[src/rtl/num_digits.sv]
// num_digits: serial double-dabble binary-to-BCD converter, one bit per cycle, four digit outputs.
// Optional build macro LEADING_ZERO_BLANK_EN shows digits above 'length' as 4'hF instead of 0.
`default_nettype none

module num_digits #(
   parameter int W = 14,
   parameter int N = 4
) (
   input  logic         clk,
   input  logic         rst,
   input  logic         start,
   input  logic [W-1:0] number,
   output logic         busy,
   output logic         done,
   output logic [3:0]   char1,
   output logic [3:0]   char2,
   output logic [3:0]   char3,
   output logic [3:0]   char4,
   output logic [2:0]   length,
   output logic         overflow
);

   localparam int CW = (W > 1) ? $clog2(W) : 1;
   localparam logic [CW-1:0] c_LAST   = CW'(W - 1);
   localparam logic [0:0]    c_S_IDLE = 1'b0;
   localparam logic [0:0]    c_S_CONV = 1'b1;
`ifdef LEADING_ZERO_BLANK_EN
   localparam logic [3:0]    c_BLANK  = 4'hF;
`else
   localparam logic [3:0]    c_BLANK  = 4'h0;
`endif

   logic [0:0]    r_state;
   logic [0:0]    w_state_nxt;
   logic [W-1:0]  r_shift;
   logic [19:0]   r_bcd;
   logic [CW-1:0] r_cnt;
   logic          r_done;
   logic          r_ovf;
   logic [2:0]    r_len;
   logic [3:0]    r_c1, r_c2, r_c3, r_c4;

   logic          w_accept;
   logic          w_iter;
   logic          w_last;
   logic [19:0]   w_adj;
   logic [19:0]   w_next;
   logic          w_ovf;
   logic [2:0]    w_len;
   logic [3:0]    w_c1, w_c2, w_c3, w_c4;

   assign w_last = (r_cnt == c_LAST);

   // State register
   always_ff @(posedge clk or negedge rst) begin
      if (!rst) r_state <= c_S_IDLE;
      else      r_state <= w_state_nxt;
   end

   // Next-state logic
   always_comb begin
      w_state_nxt = r_state;
      case (r_state)
         c_S_IDLE: if (start)  w_state_nxt = c_S_CONV;
         c_S_CONV: if (w_last) w_state_nxt = c_S_IDLE;
         default:              w_state_nxt = c_S_IDLE;
      endcase
   end

   // Output / control decode
   always_comb begin
      busy     = (r_state == c_S_CONV);
      w_accept = (r_state == c_S_IDLE) && start;
      w_iter   = (r_state == c_S_CONV);
   end

   for (genvar g = 0; g < 5; g++) begin : g_adj
      assign w_adj[4*g +: 4] = (r_bcd[4*g +: 4] >= 4'd5) ? r_bcd[4*g +: 4] + 4'd3
                                                          : r_bcd[4*g +: 4];
   end

   assign w_next = {w_adj[18:0], r_shift[W-1]};

   // A carry out of the accumulator can only mean an oversized input, so it also flags overflow.
   always_comb begin
      w_ovf = (w_next[19:16] != 4'd0) || w_adj[19];
      if (w_next[15:12] != 4'd0)     w_len = 3'd4;
      else if (w_next[11:8] != 4'd0) w_len = 3'd3;
      else if (w_next[7:4] != 4'd0)  w_len = 3'd2;
      else                           w_len = 3'd1;
      w_c1 = w_next[3:0];
      w_c2 = (w_len < 3'd2) ? c_BLANK : w_next[7:4];
      w_c3 = (w_len < 3'd3) ? c_BLANK : w_next[11:8];
      w_c4 = (w_len < 3'd4) ? c_BLANK : w_next[15:12];
      if (w_ovf) begin
         w_len = 3'(N);
         w_c1  = 4'd9;
         w_c2  = 4'd9;
         w_c3  = 4'd9;
         w_c4  = 4'd9;
      end
   end

   always_ff @(posedge clk or negedge rst) begin
      if (!rst) begin
         r_shift <= '0;
         r_bcd   <= '0;
         r_cnt   <= '0;
         r_done  <= 1'b0;
         r_ovf   <= 1'b0;
         r_len   <= 3'd1;
         r_c1    <= 4'd0;
         r_c2    <= c_BLANK;
         r_c3    <= c_BLANK;
         r_c4    <= c_BLANK;
      end else begin
         r_done <= 1'b0;
         if (w_accept) begin
            r_shift <= number;
            r_bcd   <= '0;
            r_cnt   <= '0;
         end else if (w_iter) begin
            r_shift <= r_shift << 1;
            r_bcd   <= w_next;
            r_cnt   <= r_cnt + 1'b1;
            if (w_last) begin
               r_done <= 1'b1;
               r_ovf  <= w_ovf;
               r_len  <= w_len;
               r_c1   <= w_c1;
               r_c2   <= w_c2;
               r_c3   <= w_c3;
               r_c4   <= w_c4;
            end
         end
      end
   end

   assign done     = r_done;
   assign overflow = r_ovf;
   assign length   = r_len;
   assign char1    = r_c1;
   assign char2    = r_c2;
   assign char3    = r_c3;
   assign char4    = r_c4;

endmodule

`default_nettype wire

[config.mk]
export PLATFORM = sky130hd
export DESIGN_NAME = num_digits
export DESIGN_NICKNAME = d
export VERILOG_FILES = /design/src/rtl/num_digits.sv
export SDC_FILE = /design/constraint.sdc
export NUM_CORES = 1
export LEC_CHECK = 0
export ABC_AREA = 1
export CORE_MARGIN = 2
export CORE_UTILIZATION = 59
export CTS_CLUSTER_DIAMETER = 30
export DETAILED_ROUTE_END_ITERATION = 10
export HOLD_SLACK_MARGIN = 0.08
export MAX_ROUTING_LAYER = met4
export PLACE_DENSITY_LB_ADDON = 0.05
export SETUP_SLACK_MARGIN = 0.3
export SYNTH_ARGS = -nofsm -noshare
export SYNTH_HDL_FRONTEND = slang
export SYNTH_SLANG_ARGS = --single-unit
[constraint.sdc]
create_clock -name clk -period 3.6 [get_ports clk]
set_input_delay 0.72 -clock clk [delete_from_list [all_inputs] [get_ports clk]]
set_output_delay 0.72 -clock clk [all_outputs]
set_load 0.02 [all_outputs]
==> results.yml, run 1 <==
status:
  status: "complete, no violations"
grt:
  grt_pass1_vias: 2566
  antenna_found_initial: 0
  grt_max_degree: 35
  grt_pass1_wl_um: 11100
  grt_use_total_pct: 27.2
  grt_overflow: 0
cts:
  cts_tree: "done"
  clk_pin_slew_ps: 70
  post_cts_buffers: 0
  h-tree-depth: 3
  cts_buffers: 9
  cts.sinks: 60
  clkLatencyLatePin_ps: 340
  hold_buffers: 0
  cts.path.max_buffers: 2
  cts-root-buf: "clkbuf_8"
  cts_resized: 0
layout:
  layout-drive-gt1-share_pct: 6.02
  stdcell_count: 466
  area_growth_pct: 20.1
  diodes: 0
  final_common_cell: "nand2_1"
  layout_common_cells: "115 x nand2_1, 59 x dfrtp_1, 42 x inv_1, 37 x clkdlybuf4s50_1, 21 x nand3_1"
  fin_nets: 423
  fillers: 388
power:
  power.leakage_nw: 1.77
  p_per_area_nw_per_um2: 988
  ir_drop_mv: 0.662
yosys:
  synth_fa_ha_area_share_pct: 5.02
  netlist_area_sq_um: 2990
  ys_seq_area_share_pct: 50.3
  ys_ff_latch: 60
  ys_warn_count: 0
  synth_mux_area_share_pct: 0
  synth_simple_gate_area_share_pct: 24.3
  syn-mean-instance-area_sq_um: 8.44
  synth_cell_types: 27
  yosys.area_share.xor_xnor_pct: 0.293
  synthCells: 354
  synth_top_family_by_area: "simple AND/OR/NAND/NOR gates"
  synth_compound_area_share_pct: 13.1
  syn_nets: 383
die:
  fp.dieArea_sq_um: 5650
  core-area_sq_um: 4820
  start_util_pct: 62.1
  ios: 39
  die_h_um: 75.2
  fp.dieW_um: 75.2
  num_rows: 25
timing:
  setup_viol_count_final: 0
  slew_viol_final: 0
  rsz0062_at_grt: "no"
  skew_ps: 10.1
  worst_pin_slew_ps: 924
  finalSetupTns_ps: 0
  fmax_ghz: 0.422
  fin_crit_sh_pct: 65.8
  max-slew-margin-rel_pct: 38.3
  hold_viol: 0
  min_period_ps: 2370
critical_path:
  critPathLaunchType: "flip-flop"
  cp.required_ps: 2880
  timing.critical_path.slowest_stage_cell: "clkdlybuf4s50_1"
  critPathTopFamily: "buffers and inverters"
  max_stage_delay_ps: 690
  rrSetupSlack_ps: 1590
  arrival_ps: 1650
  cp-end-kind: "primary output"
  cp_max_fo: 14
  path_class: "reg2out"
  crit_buf_inv: 1
  worstPathCellList: "clkdlybuf4s50_1"
placed_design:
  dp_cells: 450
  place.gp.congestion: 0.894
  dp_hpwl_um: 4380
  portBuffers: 38
route:
  viasPerCell: 5.49
  vias: 2557
  routedWlPerCell_um: 13.9
  ant_nets: 0
  routed_wl_um: 6480
  drt_iter0_markers: 139
  drcViolationCount: 0
  dr.pass1.iters: 6
min_path:
  min_path_type: "in2async"
job:
  cap_violations: 0
## flip-flops by register name, indices dropped and copies added, names as in the netlist
signal and cells:
overflow 1, char1 4, length 3, r_shift 14, done 1, char4 4, r_bcd 20, char3 4
busy 1, char2 4, r_cnt 4
## routing by layer
layer / global-route usage [%] / vias up / part of all wire (%)
met5: - / - / 0
met2: 43.9 / 76 / 47
met1: 32.0 / 1196 / 45
met4: 14.4 / 0 / 2.6
li1: - / 1266 / -
met3: 6.02 / 19 / 5.4
## cells in the mapped netlist, drive strengths merged
| master | count | area [sq um] |
|---|---|---|
| nand2 | 117 | 444 |
| dfrtp | 59 | 1480 |
| inv | 43 | 161 |
| nand3 | 23 | 133 |
| o22ai | 18 | 113 |
| o21ai | 17 | 96.3 |
| o211ai | 14 | 105 |
| nand4 | 13 | 81.3 |
| nor2 | 13 | 56.3 |
| ha | 12 | 150 |
| buf | 7 | 32.5 |
| o221ai | 5 | 43.8 |
| clkbuf | 4 | 15.0 |
| a22oi | 3 | 22.5 |
| and2 | 2 | 12.5 |
| a21oi | 1 | 5.00 |
| a31oi | 1 | 6.26 |
| dfstp | 1 | 26.3 |
| xor2 | 1 | 8.76 |
## logic make-up after synthesis
| logic type | after synthesis |
|---|---|
| buf+inv | 54 |
| xor+xnor | 1 |
| fa+ha+maj | 12 |
| compound gates | 59 |
| flops | 60 |
| simple gates | 168 |
## area by class of cell
type	count	area, sq um	share of cell area (%)
sequential	60	1500	41.9
multi-input combinational	240	1280	35.6
timing repair buffer	40	390	10.9
clock buffer	14	163	4.53
inverter	43	161	4.50
tap	67	83.8	2.34
clock inverter	2	10.0	0.279
## worst paths after layout
check | from | endpoint | depth (start not counted)
worst min register to register | char3[2]$_DFFE_PN0P_ | char3[2]$_DFFE_PN0P_ | 2
worst min-delay path | rst | r_bcd[17]$_DFFE_PN0P_ | 1
worst max-delay path | busy$_DFF_PN0_ | busy | 1
max in group asynchronous | rst | busy$_DFF_PN0_ | 2
worst max register to register | busy$_DFF_PN0_ | char3[0]$_DFFE_PN0P_ | 7
min in group clk | char3[2]$_DFFE_PN0P_ | char3[2]$_DFFE_PN0P_ | 2
## per-stage QoR
stage	hold slack (ps)	power, W	worst slack, ps	area, sq um	util [%]
3_5_place_dp	465	0.00299	1050	3420	70.9
6_report	397	0.00355	1230	3590	74.5
2_1_floorplan	424	0.00245	2040	2990	-
5_1_grt	447	0.00386	1160	3590	74.5
4_1_cts	411	0.00354	1230	3590	74.5
3_3_place_gp	460	0.00292	1150	3420	70.9
## power by group
| part | internal (W) | switching (W) | total [W] |
|---|---|---|---|
| clock network | 0.000286 | 0.000249 | 0.000535 |
| registers | 0.000985 | 0.000205 | 0.00119 |
| logic | 0.000683 | 0.00114 | 0.00182 |
(Power assumes the default switching activity.)
==> inputs of run 2 (changes only) <==
CORE_UTILIZATION = 50   (was 59)
clock period = 2.05 ns   (was 3.6 ns; I/O delays follow)
==> run 2 against run 1 <==
Compared with the run above: clock power grew 98%; flip-flop and latch count is the same; die area grew 17%; hold slack gained 72 ps; largest cell class unchanged; largest power group unchanged; critical endpoint is now char4[3].
==> results.yml, run 2 (synthesized netlist as in run 1, its figures left out) <==
status:
  status: "complete, no violations"
route:
  ant_nets: 0
  routed_wl_um: 6790
  viasPerCell: 5.28
  dr.pass1.iters: 4
  drt_iter0_markers: 178
  routedWlPerCell_um: 13.8
  drcViolationCount: 0
  vias: 2596
timing:
  worst_pin_slew_ps: 585
  slew_viol_final: 0
  hold_viol: 0
  min_period_ps: 1700
  max-slew-margin-rel_pct: 61.0
  skew_ps: 7.07
  fin_crit_sh_pct: 82.8
  holdWs_ps: 469
  worst_slack_ps: 352
  setup_viol_count_final: 0
  fmax_ghz: 0.589
  finalSetupTns_ps: 0
  rsz0062_at_grt: "yes"
layout:
  largest_registers: "r_bcd x20, r_shift x14"
  layout-drive-gt1-share_pct: 16.1
  final_common_cell: "nand2_1"
  final_core_utilization_pct: 66.5
  stdcell_count: 492
  layout_common_cells: "109 x nand2_1, 56 x dfrtp_1, 34 x inv_1, 28 x clkdlybuf4s50_1, 18 x o22ai_1"
  regArea_sq_um: 1510
  diodes: 0
  largest_register_ffs: 20
  fin_nets: 441
  top_register: "r_bcd"
  area_growth_pct: 30.1
  multiInputGateArea_sq_um: 1390
  fillers: 499
critical_path:
  critPathTopFamily: "buffers and inverters"
  worstPathCellList: "clkdlybuf4s50_1"
  arrival_ps: 1290
  max_stage_delay_ps: 600
  cp_max_fo: 2
  crit_buf_inv: 1
  path_class: "reg2out"
  cp.required_ps: 1640
  critPathLaunchType: "flip-flop"
  cp-end-kind: "primary output"
  timing.critical_path.slowest_stage_cell: "clkdlybuf4s50_1"
cts:
  clk_pin_slew_ps: 60
  clkLatencyLatePin_ps: 330
  cts_buffers: 9
  cts_tree: "done"
  cts-root-buf: "clkbuf_8"
  h-tree-depth: 3
  cts.sinks: 60
  cts.path.max_buffers: 2
min_path:
  min_path_type: "reg2reg"
power:
  power.leakage_nw: 1.95
  ir_drop_mv: 0.874
  p_per_area_nw_per_um2: 1760
placed_design:
  dp_slack_ps: 249
  place.gp.congestion: 0.889
  portBuffers: 38
  dp_hpwl_um: 4430
  dp_cells: 463
die:
  fp.dieArea_sq_um: 6610
  core-area_sq_um: 5850
  fp.dieW_um: 81.3
  start_util_pct: 51.1
  num_rows: 28
  ios: 39
  die_h_um: 81.3
grt:
  grt_use_total_pct: 22.6
  grt_overflow: 0
  antenna_found_initial: 0
  grt_pass1_wl_um: 10900
  grt_pass1_vias: 2278
  grt_max_degree: 61
job:
  cap_violations: 0
[run 2: layout make-up]
type / count / area share, %
Multi-Input combinational cell: 242 / 35.8
Timing Repair Buffer: 56 / 13.9
Tap cell: 75 / 2.41
Inverter: 43 / 4.15
Clock inverter: 1 / 0.772
Clock buffer: 15 / 4.28
Sequential cell: 60 / 38.7
[run 2: stage by stage]
step	total power, W	area [sq um]
2_1_floorplan	0.00430	2990
5_1_grt	0.00746	3890
3_3_place_gp	0.00526	3480
4_1_cts	0.00640	3670
3_5_place_dp	0.00533	3480
6_report	0.00684	3890
[run 2: power by group]
group	total, W	internal (W)	switching [W]
clock network	0.00106	0.000631	0.000427
logic	0.00368	0.00145	0.00224
registers	0.00210	0.00173	0.000368
total	0.00684	0.00381	0.00303
[run 2: layer usage]
| layer | track usage, % | vias up | share of wire (%) |
|---|---|---|---|
| li1 | - | 1309 | - |
| met1 | 31.5 | 1217 | 48 |
| met2 | 32.3 | 60 | 47 |
| met3 | 4.44 | 10 | 3.9 |
| met4 | 8.98 | 0 | 1.1 |
| met5 | - | - | 0 |
[run 2: path summary, 6_finish.rpt]
check / start / end / slack (ps) / cells after the start
max: char4[3]$_DFFE_PN0P_ / char4[3] / 350 / 1
min: length[0]$_DFFE_PN1P_ / length[0]$_DFFE_PN1P_ / 470 / 2
max reg2reg: r_bcd[16]$_DFFE_PN0P_ / char3[3]$_DFFE_PN0P_ / 350 / 8
min reg2reg: length[0]$_DFFE_PN1P_ / length[0]$_DFFE_PN1P_ / 470 / 2
max in group asynchronous: rst / length[0]$_DFFE_PN1P_ / 1130 / 3
min in group asynchronous: rst / r_bcd[15]$_DFFE_PN0P_ / 610 / 3
[run 2: what timing repair did]
| action | in CTS | in global routing |
|---|---|---|
| hold endpoints to repair | 0 | 1 |
| setup buffers | 0 | 10 |
| cloned | 0 | 2 |
| gates resized for setup | 3 | 40 |
| setup endpoints to repair | 13 | 27 |
| hold buffers | 0 | 1 |
| pin swaps | 0 | 12 |
[run 2: tightest hold or removal path, delay by kind of cell, from the launching register on]
kind / cells / cell delay (ps)
flops: 1 / 360
simple gates: 2 / 110
==> inputs of run 3 (changes only) <==
CORE_UTILIZATION = 55   (was 50)
clock period = 1.63 ns   (was 2.05 ns; I/O delays follow)
==> run 3 against run 2 <==
Compared with the run above: the flow now finishes with violations (negative setup slack); global-route usage up 7.1 points; wire length grew 28%; highest routed layer unchanged; non-clock buffer count rose by 21; first-iteration DRC count increased by 58%; clock-buffer cell count fell by 1; clock skew is 1.4 ps higher; total power increased by 48%; design area increased by 10%; largest power group unchanged.
==> results.yml, run 3 (synthesized netlist as in run 1, its figures left out) <==
route:
  viasPerCell: 5.81
  wl_met3_um: 469
  dr.pass1.iters: 5
  routed_wl_um: 8720
  routedWlPerCell_um: 17.1
  drcViolationCount: 0
  ant_nets: 0
  vias: 2956
  highest_layer: "met4"
  wl_met2_um: 4380
  wl_met1_um: 3690
  drt_iter0_markers: 281
timing:
  slew_viol_final: 0
  hold_viol: 0
  max-slew-margin-rel_pct: 78.7
  setup_viol_count_final: 6
  worst_pin_slew_ps: 320
  fin_crit_sh_pct: 103
  worst_slack_ps: -41.2
  finalSetupTns_ps: -136
  rsz0062_at_grt: "yes"
  min_period_ps: 1670
  fmax_ghz: 0.598
  skew_ps: 8.50
die:
  fp.dieArea_sq_um: 6040
  die_h_um: 77.7
  num_rows: 26
  fp.dieW_um: 77.7
  start_util_pct: 57.8
  core-area_sq_um: 5170
  ios: 39
layout:
  area_growth_pct: 43.6
  top_register: "r_bcd"
  largest_register_ffs: 20
  fillers: 300
  layout_common_cells: "90 x nand2_1, 57 x dfrtp_1, 29 x buf_4, 25 x inv_1"
  stdcell_count: 509
  final_core_utilization_pct: 83.0
  fin_nets: 463
  largest_registers: "r_bcd x20, r_shift x14"
  final_common_cell: "nand2_1"
  layout-drive-gt1-share_pct: 36.9
  diodes: 0
cts:
  cts_buffers: 9
  h-tree-depth: 3
  cts.path.max_buffers: 2
  cts_tree: "done"
  cts-root-buf: "clkbuf_8"
  clkLatencyLatePin_ps: 340
  clk_pin_slew_ps: 70
  cts.sinks: 60
job:
  cap_violations: 0
critical_path:
  critPathLaunchType: "flip-flop"
  path_class: "reg2reg"
  ff2ff_path_depth: 10
  cp_max_fo: 5
  arrival_ps: 1940
  rrSetupSlack_ps: -40
  cp.required_ps: 1900
  cp-end-kind: "flip-flop"
power:
  power.leakage_nw: 2.06
  ir_drop_mv: 1.51
  p_per_area_nw_per_um2: 2360
status:
  violations: "negative setup slack"
  status: "finished, violations left"
grt:
  grt_overflow: 0
  grt_max_degree: 61
  antenna_found_initial: 0
  grt_pass1_wl_um: 13400
  grt_pass1_vias: 2790
  grt_use_total_pct: 29.7
placed_design:
  place.gp.congestion: 0.877
  dp_hpwl_um: 4630
  dp_cells: 465
  portBuffers: 38
min_path:
  hold_depth: 2
  min_path_type: "reg2reg"
[run 3: cell count changes in the layout (fill, tap and decap cells not counted), sizes merged, moves of 7 or more]
cell and change:
buf +33, clkdlybuf4s50 -13, dlymetal6s2s -7, clkdlybuf4s15 +8
[run 3: path summary, 6_finish.rpt]
check	startpoint	end
max in group asynchronous	rst	length[0]$_DFFE_PN1P_
min in group asynchronous	rst	r_bcd[17]$_DFFE_PN0P_
max	r_bcd[12]$_DFFE_PN0P_	char3[2]$_DFFE_PN0P_
min reg2reg	char1[2]$_DFFE_PN0P_	char1[2]$_DFFE_PN0P_
max reg2reg	r_bcd[12]$_DFFE_PN0P_	char3[2]$_DFFE_PN0P_
min	char1[2]$_DFFE_PN0P_	char1[2]$_DFFE_PN0P_
[run 3: per-layer routing]
metal | vias to the layer above | global-route usage [%]
met4 | 0 | 13.4
met3 | 19 | 5.23
met1 | 1446 | 37.8
met2 | 143 | 46.6
met5 | - | -
li1 | 1348 | -
[run 3: per-stage QoR]
stage          instance area (sq um)  total power, W  hold slack (ps)  worst slack (ps)
2_1_floorplan                   3040         0.00557             30.4               141
3_3_place_gp                    3580         0.00689              355              26.4
3_5_place_dp                    3580         0.00705              358             -71.7
4_1_cts                         4020         0.00884              474              20.6
5_1_grt                         4290          0.0108              515              -134
6_report                        4290          0.0101              479             -41.2
[run 3: final cells by class]
cell class                 instances  area [sq um]  share of cell area (%)
clock inverter                     2          10.0                   0.233
sequential                        60          1510                    35.1
multi-input combinational        242          1680                    39.2
inverter                          43           168                    3.91
timing repair buffer              77           667                    15.5
clock buffer                      14           163                    3.79
tap                               70          87.6                    2.04
timing repair inverter             1          7.51                   0.175
[run 3: power by group]
| group | total, W | switching, W | internal, W |
|---|---|---|---|
| clock network | 0.00121 | 0.000581 | 0.000632 |
| logic | 0.00623 | 0.00371 | 0.00252 |
| registers | 0.00270 | 0.000522 | 0.00218 |
| total | 0.0101 | 0.00481 | 0.00533 |
[run 3: worst max-delay path: stages (launching register included)]
cell and delay [ps]:
dfrtp_1 420, inv_2 110, ha_4 140, inv_2 40
nand2_4 70, nand3_4 130, nand2_4 110, nand2_4 100
nor2_4 230, nand4_1 160, nand2_1 90
[run 3: what timing repair did]
item | in CTS | in global routing
endpoints found under the hold margin | 59 | 0
cloned | 3 | 0
setup buffers | 12 | 12
resized for setup | 96 | 83
pin swaps | 12 | 26
hold buffers | 1 | 0
setup endpoints to repair | 77 | 58
==> RTL change: new RTL, settings of run 2 <==
Register the inputs `start` and `number` before use, cleared by the reset. The logic sees them one clock later.
--- a/src/rtl/num_digits.sv
+++ b/src/rtl/num_digits.sv
@@ -24,6 +24,19 @@
    localparam logic [CW-1:0] c_LAST   = CW'(W - 1);
    localparam logic [0:0]    c_S_IDLE = 1'b0;
    localparam logic [0:0]    c_S_CONV = 1'b1;
+
+   logic start_q;
+   logic [W-1:0] number_q;
+
+   always_ff @(posedge clk or negedge rst) begin
+      if (!rst) begin
+         start_q  <= '0;
+         number_q <= '0;
+      end else begin
+         start_q  <= start;
+         number_q <= number;
+      end
+   end
 `ifdef LEADING_ZERO_BLANK_EN
    localparam logic [3:0]    c_BLANK  = 4'hF;
 `else
@@ -61,7 +74,7 @@
    always_comb begin
       w_state_nxt = r_state;
       case (r_state)
-         c_S_IDLE: if (start)  w_state_nxt = c_S_CONV;
+         c_S_IDLE: if (start_q)  w_state_nxt = c_S_CONV;
          c_S_CONV: if (w_last) w_state_nxt = c_S_IDLE;
          default:              w_state_nxt = c_S_IDLE;
       endcase
@@ -70,7 +83,7 @@
    // Output / control decode
    always_comb begin
       busy     = (r_state == c_S_CONV);
-      w_accept = (r_state == c_S_IDLE) && start;
+      w_accept = (r_state == c_S_IDLE) && start_q;
       w_iter   = (r_state == c_S_CONV);
    end
 
@@ -116,7 +129,7 @@
       end else begin
          r_done <= 1'b0;
          if (w_accept) begin
-            r_shift <= number;
+            r_shift <= number_q;
             r_bcd   <= '0;
             r_cnt   <= '0;
          end else if (w_iter) begin
Formal check against the unedited RTL: not equivalent (a bounded check fails within 4 cycles, from zero or initial values and one cycle with rst low).
==> RTL change against run 2 <==
- final area rose by 9.9%
- wire length rose by 5.6%
- sequential cell count rose by 15
- total power rose by 5.4%
- synthesized area rose by 15%
- cell count rose by 6.3%
- count of clock-buffer cells in the layout fell by 5
- worst setup slack got worse by 0.015 ns
==> RTL change: results (changes against run 2) <==
outcome: "completed"
slew_headroom_pct: 69.24  # +8.3 points
synth_cell_types: 30  # +11%
min_to: "r_shift[12]$_DFFE_PN0P_"
whs_ns: 0.4561  # -0.01292 ns
drt-initial-drc-count: 169  # -5.1%
clockBufferDepth: 2  # unchanged
yosys-top-cells-area: "dfrtp_1 (54%), nand2_1 (14%), ha_1 (4.4%)"
r2r_cells: 10  # +2
pre_cts_ws_ns: 0.3568  # +0.1079 ns
synth_fa_ha_area_share_pct: 4.383  # -0.64 points
holdPathStages: 2  # unchanged
via_per_inst: 5.241  # -0.67%
clk_latency_ns: 0.35  # +0.02 ns
rr_startpoint: "r_bcd[16]$_DFFE_PN0P_"
routed_wirelength_um: 7166  # +5.6%
r2r_slack_ns: 0.35
finalWeightedCongestion: 0.8295  # -6.7%
layout-drive-gt1-share_pct: 13.32  # -2.7 points
cts-htree-levels: 3  # unchanged
synthFlopType: "dfrtp_1"
hpwl_um: 4706  # +6.2%
fillers: 568  # +14%
fmax_mhz: 583.5  # -0.89%
drt_pass1_iterations: 4  # unchanged
synth_nets: 417  # +8.9%
numCtsBuffers: 9  # unchanged
synthArstFlopShare_pct: 100.0  # unchanged
antenna_found_initial: 0  # unchanged
fin_worst_skew_ns: 0.01074  # +0.003679 ns
root_buffer: "clkbuf_8"
grt_first_pass_wirelength_um: 11920  # +9.4%
first_global_vias: 2511  # +10%
fin_setup_tns_ns: 0  # unchanged
irDropWorstVdd_mv: 0.6739  # -23%
rr_endpoint: "char1[1]$_DFFE_PN0P_"
fin_nets: 468  # +6.1%
crit_path_max_incr_delay_ns: 0.60  # about the same
synth_commonest_cells: "nand2_1 (124), dfrtp_1 (74), inv_1 (40)"
grt_max_degree: 37  # -39%
seq_area_frac_synth_pct: 54.82  # +4.5 points
diodes: 0  # unchanged
min-delay-start: "number_q[12]$_DFF_PN0_"
drtAntennaViolNets: 0  # unchanged
track_usage_pct: 21.16  # -1.4 points
ys_warn_count: 0  # unchanged
leakage_nw: 2.195  # +13%
hold_class: "reg2reg"
numPortBuffers: 38  # unchanged
muxShareOfSynthArea_pct: 0  # unchanged
cpLargestDelayFamily: "buffers and inverters"
synth_xor_area_share_pct: 0.2557  # -0.037 points
crit_slowest_cell: "clkdlybuf4s50_1"
synth-compound-area-share_pct: 9.496  # -3.6 points
top_regs: "r_bcd x20, number_q x14, r_shift x14"
path_max_fanout: 2  # unchanged
path_clk_slew_ns: 0.08  # +0.02 ns
[RTL change: worst max path at each step]
stage	from	endpoint	depth (start not counted)	slack [ns]
CTS	busy$_DFF_PN0_	busy	1	0.19
floorplan	r_bcd[12]$_DFFE_PN0P_	char2[0]$_DFFE_PN0P_	10	0.55
detailed placement	r_bcd[12]$_DFFE_PN0P_	char1[0]$_DFFE_PN0P_	10	0.36
global placement	r_bcd[16]$_DFFE_PN0P_	char2[0]$_DFFE_PN0P_	9	0.38
global route	r_bcd[16]$_DFFE_PN0P_	char1[1]$_DFFE_PN0P_	10	0.22
finish	char1[3]$_DFFE_PN0P_	char1[3]	1	0.34
[RTL change: cells by family (layout without fill, tap and decap cells)]
group,count (synthesis),count (layout)
AO/OA/AOI/OAI,54,54
flip-flops,75,75
buffers and inverters,53,107
XOR/XNOR,1,1
AND/OR/NAND/NOR,193,194
adder cells (fa/ha/maj),12,12
[RTL change: power by group]
part | leakage, nW | internal [mW] | switching, mW
sequential | 0.915 | 2.03 | 0.356
combinational | 1.17 | 1.34 | 2.23
clock | 0.108 | 0.708 | 0.544
total | 2.20 | 4.08 | 3.13
[RTL change: layout make-up]
type                    count  area share [%]
clock inverters             5           1.814
clock buffers              10           3.218
inverters                  42           3.686
multi-input cells         261           33.06
flip-flops and latches     75           43.94
well taps                  80           2.341
repair buffers             50           11.94
[RTL change: layer usage]
layer / global-route usage [%] / wire length, um / vias to the layer above
li1: - / - / 1378
met1: 29.77 / 3523 / 1292
met2: 30.56 / 3302 / 62
met3: 4.476 / 225 / 9
met4: 7.528 / 114 / 0
met5: - / 0 / -
[RTL change: what timing repair did]
action                                 in CTS  in global routing
pin swaps                                   0                  5
hold buffers                                1                  0
resized for setup                           3                 36
gates cloned                                0                  1
setup endpoints to repair                   3                 30
endpoints found under the hold margin      33                  0
setup buffers                               0                  3
[RTL change: per-stage QoR]
step | utilization [%] | cell area (um^2) | std cells
2_1_floorplan | - | 3426 | 388
3_3_place_gp | 58.34 | 3920 | 503
6_report | 63.65 | 4277 | 523
3_5_place_dp | 58.34 | 3920 | 503
5_1_grt | 63.65 | 4277 | 523
4_1_cts | 61.68 | 4144 | 519
